**src/rtl/audio_sample_sched.sv**
```systemverilog
// audio_sample_sched: iomem-mapped sample FIFO that feeds the PDM DAC input
// register at a programmable sample period (DIV+1 clocks).
// Optional build macro AUDIO_SCHED_IRQ_EN adds IRQ_EN, THRESH and the
// low-water interrupt; without it irq is tied low and those fields read 0.
module audio_sample_sched #(
    parameter int DEPTH       = 16,
    parameter int DEFAULT_DIV = 362
) (
    input  logic        clk,
    input  logic        reset,
    input  logic        sel,
    input  logic        iomem_valid,
    output logic        iomem_ready,
    input  logic [3:0]  iomem_wstrb,
    input  logic [7:0]  iomem_addr,
    input  logic [31:0] iomem_wdata,
    output logic [31:0] iomem_rdata,
    output logic [11:0] audio_out,
    output logic        irq
);
    localparam int         AW         = $clog2(DEPTH);
    localparam logic [8:0] LVL_FULL   = 9'(DEPTH);
    localparam logic [8:0] THRESH_RST = 9'(DEPTH / 2);

    logic          r_ready;
    logic [31:0]   r_rdata;
    logic [11:0]   r_audio;
    logic          r_en;
    logic [15:0]   r_div;
    logic [15:0]   r_cnt;
    logic [11:0]   r_mem [DEPTH];
    logic [AW-1:0] r_wr_ptr;
    logic [AW-1:0] r_rd_ptr;
    logic [8:0]    r_level;
    logic          r_underrun;
    logic          r_overflow;

    logic          w_accept, w_wr, w_rd;
    logic          w_push, w_ctrl_wr, w_div_wr, w_status_wr, w_thresh_wr;
    logic          w_flush, w_tick, w_tick_eff, w_pop, w_push_ok;
    logic          w_empty, w_full, w_under_set, w_over_set;
    logic          w_irq_en;
    logic [8:0]    w_thresh;
    logic [31:0]   w_rdmux;
    logic          w_unused;

    // A request is taken only while no acknowledge is outstanding
    assign w_accept    = sel & iomem_valid & ~r_ready;
    assign w_wr        = w_accept & (|iomem_wstrb);
    assign w_rd        = w_accept & ~(|iomem_wstrb);
    assign w_push      = w_wr & (iomem_addr == 8'h00);
    assign w_ctrl_wr   = w_wr & (iomem_addr == 8'h04) & iomem_wstrb[0];
    assign w_div_wr    = w_wr & (iomem_addr == 8'h08);
    assign w_status_wr = w_wr & (iomem_addr == 8'h0C) & iomem_wstrb[2];
    assign w_thresh_wr = w_wr & (iomem_addr == 8'h10);
    assign w_flush     = w_ctrl_wr & iomem_wdata[1];

    assign w_empty     = (r_level == 9'd0);
    assign w_full      = (r_level == LVL_FULL);
    // Flush wins over a coincident tick: nothing pops and no underrun
    assign w_tick      = r_en & (r_cnt == r_div);
    assign w_tick_eff  = w_tick & ~w_flush;
    assign w_pop       = w_tick_eff & ~w_empty;
    assign w_under_set = w_tick_eff & w_empty;
    // A full FIFO still takes a push when a pop frees a slot on the same edge
    assign w_push_ok   = w_push & (~w_full | w_pop);
    assign w_over_set  = w_push & w_full & ~w_pop;

    assign w_unused    = ^{iomem_wdata[31:20], iomem_wdata[17:16]};

    assign iomem_ready = r_ready;
    assign iomem_rdata = r_rdata;
    assign audio_out   = r_audio;

    // Register read mux, sampled on the accepting edge (pre-update values)
    always_comb begin
        w_rdmux = '0;
        case (iomem_addr)
            8'h04:   w_rdmux = {29'd0, w_irq_en, 1'b0, r_en};
            8'h08:   w_rdmux = {16'd0, r_div};
            8'h0C:   w_rdmux = {12'd0, r_overflow, r_underrun, w_full, w_empty, 7'd0, r_level};
            8'h10:   w_rdmux = {23'd0, w_thresh};
            default: w_rdmux = '0;
        endcase
    end

    // One-cycle bus acknowledge with registered read data
    always_ff @(posedge clk or posedge reset) begin
        if (reset) begin
            r_ready <= 1'b0;
            r_rdata <= '0;
        end else begin
            r_ready <= w_accept;
            r_rdata <= w_rd ? w_rdmux : 32'd0;
        end
    end

    // CTRL.EN and DIV with per-lane byte strobes
    always_ff @(posedge clk or posedge reset) begin
        if (reset) begin
            r_en  <= 1'b0;
            r_div <= 16'(DEFAULT_DIV);
        end else begin
            if (w_ctrl_wr)
                r_en <= iomem_wdata[0];
            if (w_div_wr && iomem_wstrb[0])
                r_div[7:0] <= iomem_wdata[7:0];
            if (w_div_wr && iomem_wstrb[1])
                r_div[15:8] <= iomem_wdata[15:8];
        end
    end

    // Sample-period counter; a DIV write below cnt lets it wrap through 16'hFFFF
    always_ff @(posedge clk or posedge reset) begin
        if (reset)
            r_cnt <= '0;
        else if (w_flush || !r_en || w_tick)
            r_cnt <= '0;
        else
            r_cnt <= r_cnt + 16'd1;
    end

    // FIFO pointers and fill level
    always_ff @(posedge clk or posedge reset) begin
        if (reset) begin
            r_wr_ptr <= '0;
            r_rd_ptr <= '0;
            r_level  <= '0;
        end else if (w_flush) begin
            r_wr_ptr <= '0;
            r_rd_ptr <= '0;
            r_level  <= '0;
        end else begin
            if (w_push_ok)
                r_wr_ptr <= r_wr_ptr + AW'(1);
            if (w_pop)
                r_rd_ptr <= r_rd_ptr + AW'(1);
            if (w_push_ok && !w_pop)
                r_level <= r_level + 9'd1;
            else if (!w_push_ok && w_pop)
                r_level <= r_level - 9'd1;
        end
    end

    // Sample storage; contents are don't-care until the pointers cover them
    always_ff @(posedge clk) begin
        if (w_push_ok)
            r_mem[r_wr_ptr] <= iomem_wdata[11:0];
    end

    // DAC input register: updates only when a tick pops a sample
    always_ff @(posedge clk or posedge reset) begin
        if (reset)
            r_audio <= 12'h800;
        else if (w_pop)
            r_audio <= r_mem[r_rd_ptr];
    end

    // Sticky flags: a new event on the same edge beats a write-1 clear
    always_ff @(posedge clk or posedge reset) begin
        if (reset) begin
            r_underrun <= 1'b0;
            r_overflow <= 1'b0;
        end else begin
            if (w_under_set)
                r_underrun <= 1'b1;
            else if (w_status_wr && iomem_wdata[18])
                r_underrun <= 1'b0;
            if (w_over_set)
                r_overflow <= 1'b1;
            else if (w_status_wr && iomem_wdata[19])
                r_overflow <= 1'b0;
        end
    end

`ifdef AUDIO_SCHED_IRQ_EN
    logic       r_irq_en;
    logic [8:0] r_thresh;
    logic       r_irq;

    // IRQ_EN/THRESH and the low-water interrupt, one cycle behind LEVEL
    always_ff @(posedge clk or posedge reset) begin
        if (reset) begin
            r_irq_en <= 1'b0;
            r_thresh <= THRESH_RST;
            r_irq    <= 1'b0;
        end else begin
            if (w_ctrl_wr)
                r_irq_en <= iomem_wdata[2];
            if (w_thresh_wr && iomem_wstrb[0])
                r_thresh[7:0] <= iomem_wdata[7:0];
            if (w_thresh_wr && iomem_wstrb[1])
                r_thresh[8] <= iomem_wdata[8];
            r_irq <= r_irq_en & r_en & (r_level < r_thresh);
        end
    end

    assign w_irq_en = r_irq_en;
    assign w_thresh = r_thresh;
    assign irq      = r_irq;
`else
    logic w_unused_thresh;
    assign w_unused_thresh = w_thresh_wr ^ (|THRESH_RST);
    assign w_irq_en = 1'b0;
    assign w_thresh = '0;
    assign irq      = 1'b0;
`endif

endmodule
```
**config.mk**
```make
export PLATFORM = sky130hd
export DESIGN_NAME = audio_sample_sched
export DESIGN_NICKNAME = d
export VERILOG_FILES = /design/src/rtl/audio_sample_sched.sv
export SDC_FILE = /design/constraint.sdc
export NUM_CORES = 1
export LEC_CHECK = 0
export CORE_ASPECT_RATIO = 1.4
export CORE_MARGIN = 2
export CORE_UTILIZATION = 29
export CTS_BUF_LIST = sky130_fd_sc_hd__clkbuf_4 sky130_fd_sc_hd__clkbuf_8
export DETAILED_ROUTE_END_ITERATION = 8
export PLACE_DENSITY = 0.52
export SLEW_MARGIN = 20
export SYNTH_ARGS = -nofsm -noshare
export SYNTH_HDL_FRONTEND = slang
export SYNTH_SLANG_ARGS = --single-unit
```
**constraint.sdc**
```tcl
create_clock -name clk -period 5.3 [get_ports clk]
set_input_delay 1.325 -clock clk [delete_from_list [all_inputs] [get_ports clk]]
set_output_delay 1.325 -clock clk [all_outputs]
set_load 0.005 [all_outputs]
```
## Word level (Yosys, flattened, before mapping)

Memory sizes are Yosys's and may differ from the RTL's. A register that Yosys moved wholly into a read port is not among the register bits.
Cells that the tools add are included.

| cells by class | value |
|---|---|
| add/sub/neg operators | 5 |
| equality and inequality tests | 5 |
| mux-type cells | 16 |
| bitwise logic cells | 25 |
| reductions and logical operators | 19 |

Operator list:

| operator | count |
|---|---|
| case mux 20 bit (3 select lines) | 1 |
| 2-to-1 mux 32 bit | 1 |
| 2-to-1 mux 9 bit | 3 |
| AND 1 bit | 18 |
| adder 16 x 1 -> 16 bit, second input constant | 1 |
| equality test 16 bit | 1 |
| equality test 8 x 4 -> 1 bit, second input constant | 2 |
| 2-to-1 mux 16 bit | 1 |
| 2-to-1 mux 4 bit | 4 |
| adder 9 x 1 -> 9 bit, second input constant | 1 |
| equality test 9 x 5 -> 1 bit, second input constant | 1 |
| zero test 9 bit | 1 |
| subtractor 9 x 1 -> 9 bit, second input constant | 1 |
| adder 4 x 1 -> 4 bit, second input constant | 2 |
| equality test 8 x 3 -> 1 bit, second input constant | 1 |
| zero test 8 bit | 1 |
| nonzero test 2 bit | 4 |
| logical AND 1 bit | 6 |
| 2-to-1 mux 1 bit | 6 |
| inverter 1 bit | 6 |
| OR reduction 4 bit | 1 |
| zero test 1 bit | 3 |
| nonzero test 3 bit | 1 |
| logical OR 1 bit | 2 |
| bitwise OR 1 bit | 1 |

| word-level totals | value |
|---|---|
| bits in registers | 85 |
| memory bits (writable) | 192 |
| input port bits | 48 |
| output and inout bits | 46 |
| logic and storage cells | 82 |
| memories | 1 |

Memories:

| memory | words | bits a word | rd ports | clocked after Yosys merged registers in | wr ports | RTL line | RTL |
|---|---|---|---|---|---|---|---|
| r_mem | 16 | 12 | 1 | 1 | 1 | 31 | `logic [11:0] r_mem [DEPTH];` |

## Logic depth before layout (Yosys ltp)

| depth | value |
|---|---|
| depth in word-level cells | 16 |
| gate-level depth with buffers | 16 |
| depth with buffers taken out | 16 |

## Least setup slack after synthesis

Ideal clock, no wire load.

| timing path | value |
|---|---|
| path kind | input -> register |
| from | input iomem_addr[0] |
| to | register r_level[8] |
| library setup time | 86 ps |
| arrival time | 4,302 ps |
| data required time | 5,214 ps |
| slack | 912 ps |
| stages | 15 |
| buffers on the path | 0 |
| cells stage by stage | nor4_4 > nand3_4 > nor4b_4 > o311ai_1 > and2_1 > nand2_1 > inv_1 > fa_1 > nor2b_1 > o2111ai_1 > and3_1 > nor3_1 > a31oi_1 > o21ba_1 > nor3_1 |

| on the way | value |
|---|---|
| longest elaborated chain between the ends | 12 |
| elaborated cells between the ends (all ways) | 18 |
| classes of those cells | 1 x eq/ne; 2 x mux; 9 x bitwise; 6 x reduce/logical |

RTL lines:

| element | RTL line | RTL |
|---|---|---|
| from (decl) | 15 | `input logic [7:0] iomem_addr,` |
| equality test 8 x 3 -> 1 bit | 52 | `assign w_ctrl_wr = w_wr & (iomem_addr == 8'h04) & iomem_wstrb[0];` |
| AND 1 bit (2 in series) | 52 |  |
| AND 1 bit | 56 | `assign w_flush = w_ctrl_wr & iomem_wdata[1];` |
| inverter 1 bit | 62 | `assign w_tick_eff = w_tick & ~w_flush;` |
| AND 1 bit | 62 |  |
| AND 1 bit | 63 | `assign w_pop = w_tick_eff & ~w_empty;` |
| bitwise OR 1 bit | 66 | `assign w_push_ok = w_push & (~w_full \| w_pop);` |
| AND 1 bit | 66 |  |
| logical AND 1 bit or zero test 1 bit (tied branches) | 138, 140 |  |
| 2-to-1 mux 9 bit or logical AND 1 bit (tied branches) | 138, 140 |  |
| 2-to-1 mux 9 bit or nonzero test 3 bit (tied branches) | n/a |  |
| to (signal assigned) | 139 | `r_level <= r_level + 9'd1;` |
| to (signal assigned) | 141 | `r_level <= r_level - 9'd1;` |
| to (decl) | 34 | `logic [8:0] r_level;` |

Parallel ways exist; a longest one is shown, timed or not.
A chain may end at the register's enable or synchronous reset.

## Final worst setup path

Same ends and word-level chain as after synthesis.

==> results.toml <==
[floorplanning]
die_area_sq_mm = 0.04227
core_sq_mm = 0.04017
die_w_microns = 174.3
io_pins = 94
fp.dieH_microns = 242.5
start_util = 0.2933
row_count = 87

[critical_path]
r2r_slack_ps = 1150
reg2reg_to = "r_level[8]"
endpoint_kind = "register"
start_kind = "input port"
reg2reg_from = "r_div[8]"
cp.required_ps = 5770
cp.arrival_ps = 5030
crit_type = "in -> reg"
path_max_fanout = 5
r2r_cells = 15

[min_path]
hp-class = "reg -> reg"
hold_depth = 2
hold_path_end = "audio_out[0]"
min-delay-start = "audio_out[0]"

[global_routing]
grt_pass1_wl_mm = 42.95
track_usage = 0.1341
grt_antenna_before_repair = 1
grt_overflow_total = 0
grt_pass1_vias = 7165
grt_start_max_net_pins = 64

[logic_synthesis]
yosysUniqueCellTypes = 59
netlist_instances = 747
syn_area_sq_mm = 0.01178
syn_avg_cell_area_sq_um = 15.77
ys_seq_area_frac = 0.6706
ys_seq_elements = 277
async_flop_share = 0.3069
ys_warn_count = 0
synth_edf_count = 192
ys.flop_type = "edfxtp_1"

[timing]
max_slew_margin = 0.3333
period_share = 0.8603
drv_slew = 0
fin_crit_ps = 4560
tightest_slew_ps = 1000
hold_viol_final = 0
finalSetupTns_ps = 0
max_freq_mhz = 219.3
setup_ws_ps = 740.3
finalClockSkew_ps = 19.99
rsz0062_at_grt = "false"
finalSetupViolCount = 0

[power]
p_leak_nw = 5.194
ir_drop_v = 0.0001634
powerDensity_mw_per_mm2 = 366.3
total_power_w = 0.005206

[placement]
dp.final_hpwl_mm = 18.40
io_buffers = 66
gp_congestion = 0.7715
dp.cells = 1347
pre_cts_ws_ps = 203.0

[clock_network]
cts.reportedPaths.clkPinSlew_ps = 60
cts_setup_buffers = 0
cts_tree = "done"
cts_num_sinks = 277
clk_latency_ps = 560
hold_buffers = 0
clock-root-buffer = "clkbuf_8"
post_cts_resized = 0
clock_path_buffers = 3
cts_buffers = 44
cts_max_level = 2

[drt]
drc = 0
drtPass1Iterations = 5
wire_per_inst_microns = 19.58
vias = 6588
drt_iter0_markers = 387
routed_wl_mm = 27.98
ant_nets = 0
viasPerCell = 4.610

[final_layout]
syn2layout_area_growth_pct = 20.65
instances_no_fill = 1429
drive_gt1_frac = 0.2237
final_common_cell = "edfxtp_1"
fin_nets = 922
mostFrequentLayoutCells = "edfxtp_1, dfrtp_1, clkdlybuf4s50_1"

[run_status]
status = "completed"

[job]
cap_violations = 0
==> metal layers <==
metal  vias up  track usage  share of wire
met5         -            0              0
met4         0      0.03856          0.018
met3        36      0.02307          0.037
met2       144       0.2445           0.53
met1      3361       0.1610           0.42
li1       3047            -              -
==> synth_stat cells (15+ instances only) <==
library cell / number / area [sq um]
xnor2_1: 20 / 175.2
buf_4: 15 / 112.6
mux2i_1: 17 / 170.2
mux2_2: 18 / 202.7
nand2_1: 50 / 187.7
and2_1: 15 / 93.84
mux4_2: 46 / 1036
xor2_1: 22 / 192.7
nor2_1: 57 / 214.0
dfrtp_1: 79 / 1977
edfxtp_1: 192 / 5766
==> critical path, cell delays in order <==
cell and delay (ps):
clkdlybuf4s50_1 440, nor4_4 430, nand3_4 150, nor4b_4 290, o311ai_1 160, and2_1 270, nand2_1 140, inv_1 60
fa_1 390, nor2b_1 160, o2111ai_1 150, and3_1 180, nor3_1 350, a31oi_1 180, o21ba_1 210, nor3_1 160
==> state kept, by name, summed over array words and instances (netlist names) <==
name,cells
r_mem,192
r_overflow,1
audio_out,12
r_rd_ptr,4
iomem_rdata,20
iomem_ready,1
r_div,16
r_underrun,1
r_wr_ptr,4
r_en,1
r_level,9
r_cnt,16
==> worst max-delay path by stage <==
| stage | start | end | slack (ps) | cells past startpoint |
|---|---|---|---|---|
| after floorplan | iomem_addr[0] | r_level[8] | 910 | 15 |
| after global placement | iomem_addr[0] | r_level[8] | 280 | 16 |
| after detailed placement | iomem_addr[0] | r_level[8] | 200 | 16 |
| after CTS | iomem_addr[0] | r_level[8] | 810 | 16 |
| after global routing | iomem_addr[0] | r_level[8] | 510 | 16 |
| final | iomem_addr[0] | r_level[8] | 740 | 16 |
==> per-stage QoR <==
step	hold WS [ps]	cell area, sq um	util
after global placement	463.2	13170	0.3279
after detailed placement	461.3	13170	0.3279
after CTS	475.1	14210	0.3538
after global routing	496.9	14210	0.3538
after floorplan	439.4	11830	-
final	470.7	14210	0.3538
==> kinds of logic (layout without fill, tap and decap cells) <==
| logic type | count (synthesis) | after routing | share of synthesized area |
|---|---|---|---|
| other | 1 | 14 | 0.0003183 |
| XOR/XNOR | 42 | 42 | 0.03123 |
| AO/OA/AOI/OAI | 63 | 63 | 0.03941 |
| flip-flops | 277 | 277 | 0.6706 |
| adder cells (fa/ha/maj) | 15 | 15 | 0.01657 |
| buffers and inverters | 57 | 192 | 0.02454 |
| multiplexers | 81 | 81 | 0.1196 |
| AND/OR/NAND/NOR | 211 | 211 | 0.09772 |
==> power by group <==
part           switching (W)  total, W  internal (W)
Combinational       0.000253  0.000604      0.000351
Sequential          0.000138   0.00250       0.00236
Clock               0.000827   0.00210       0.00127
==> area by class of cell <==
class / instances / area [sq um]
inverter: 16 / 62.56
timing repair buffer: 95 / 878.3
tap: 534 / 668.1
clock buffer: 64 / 805.8
sequential: 277 / 7905
multi-input combinational: 425 / 3656
antenna: 1 / 2.502
fill: 3822 / 25950
clock inverter: 17 / 234.0
(Power assumes the default switching activity.)
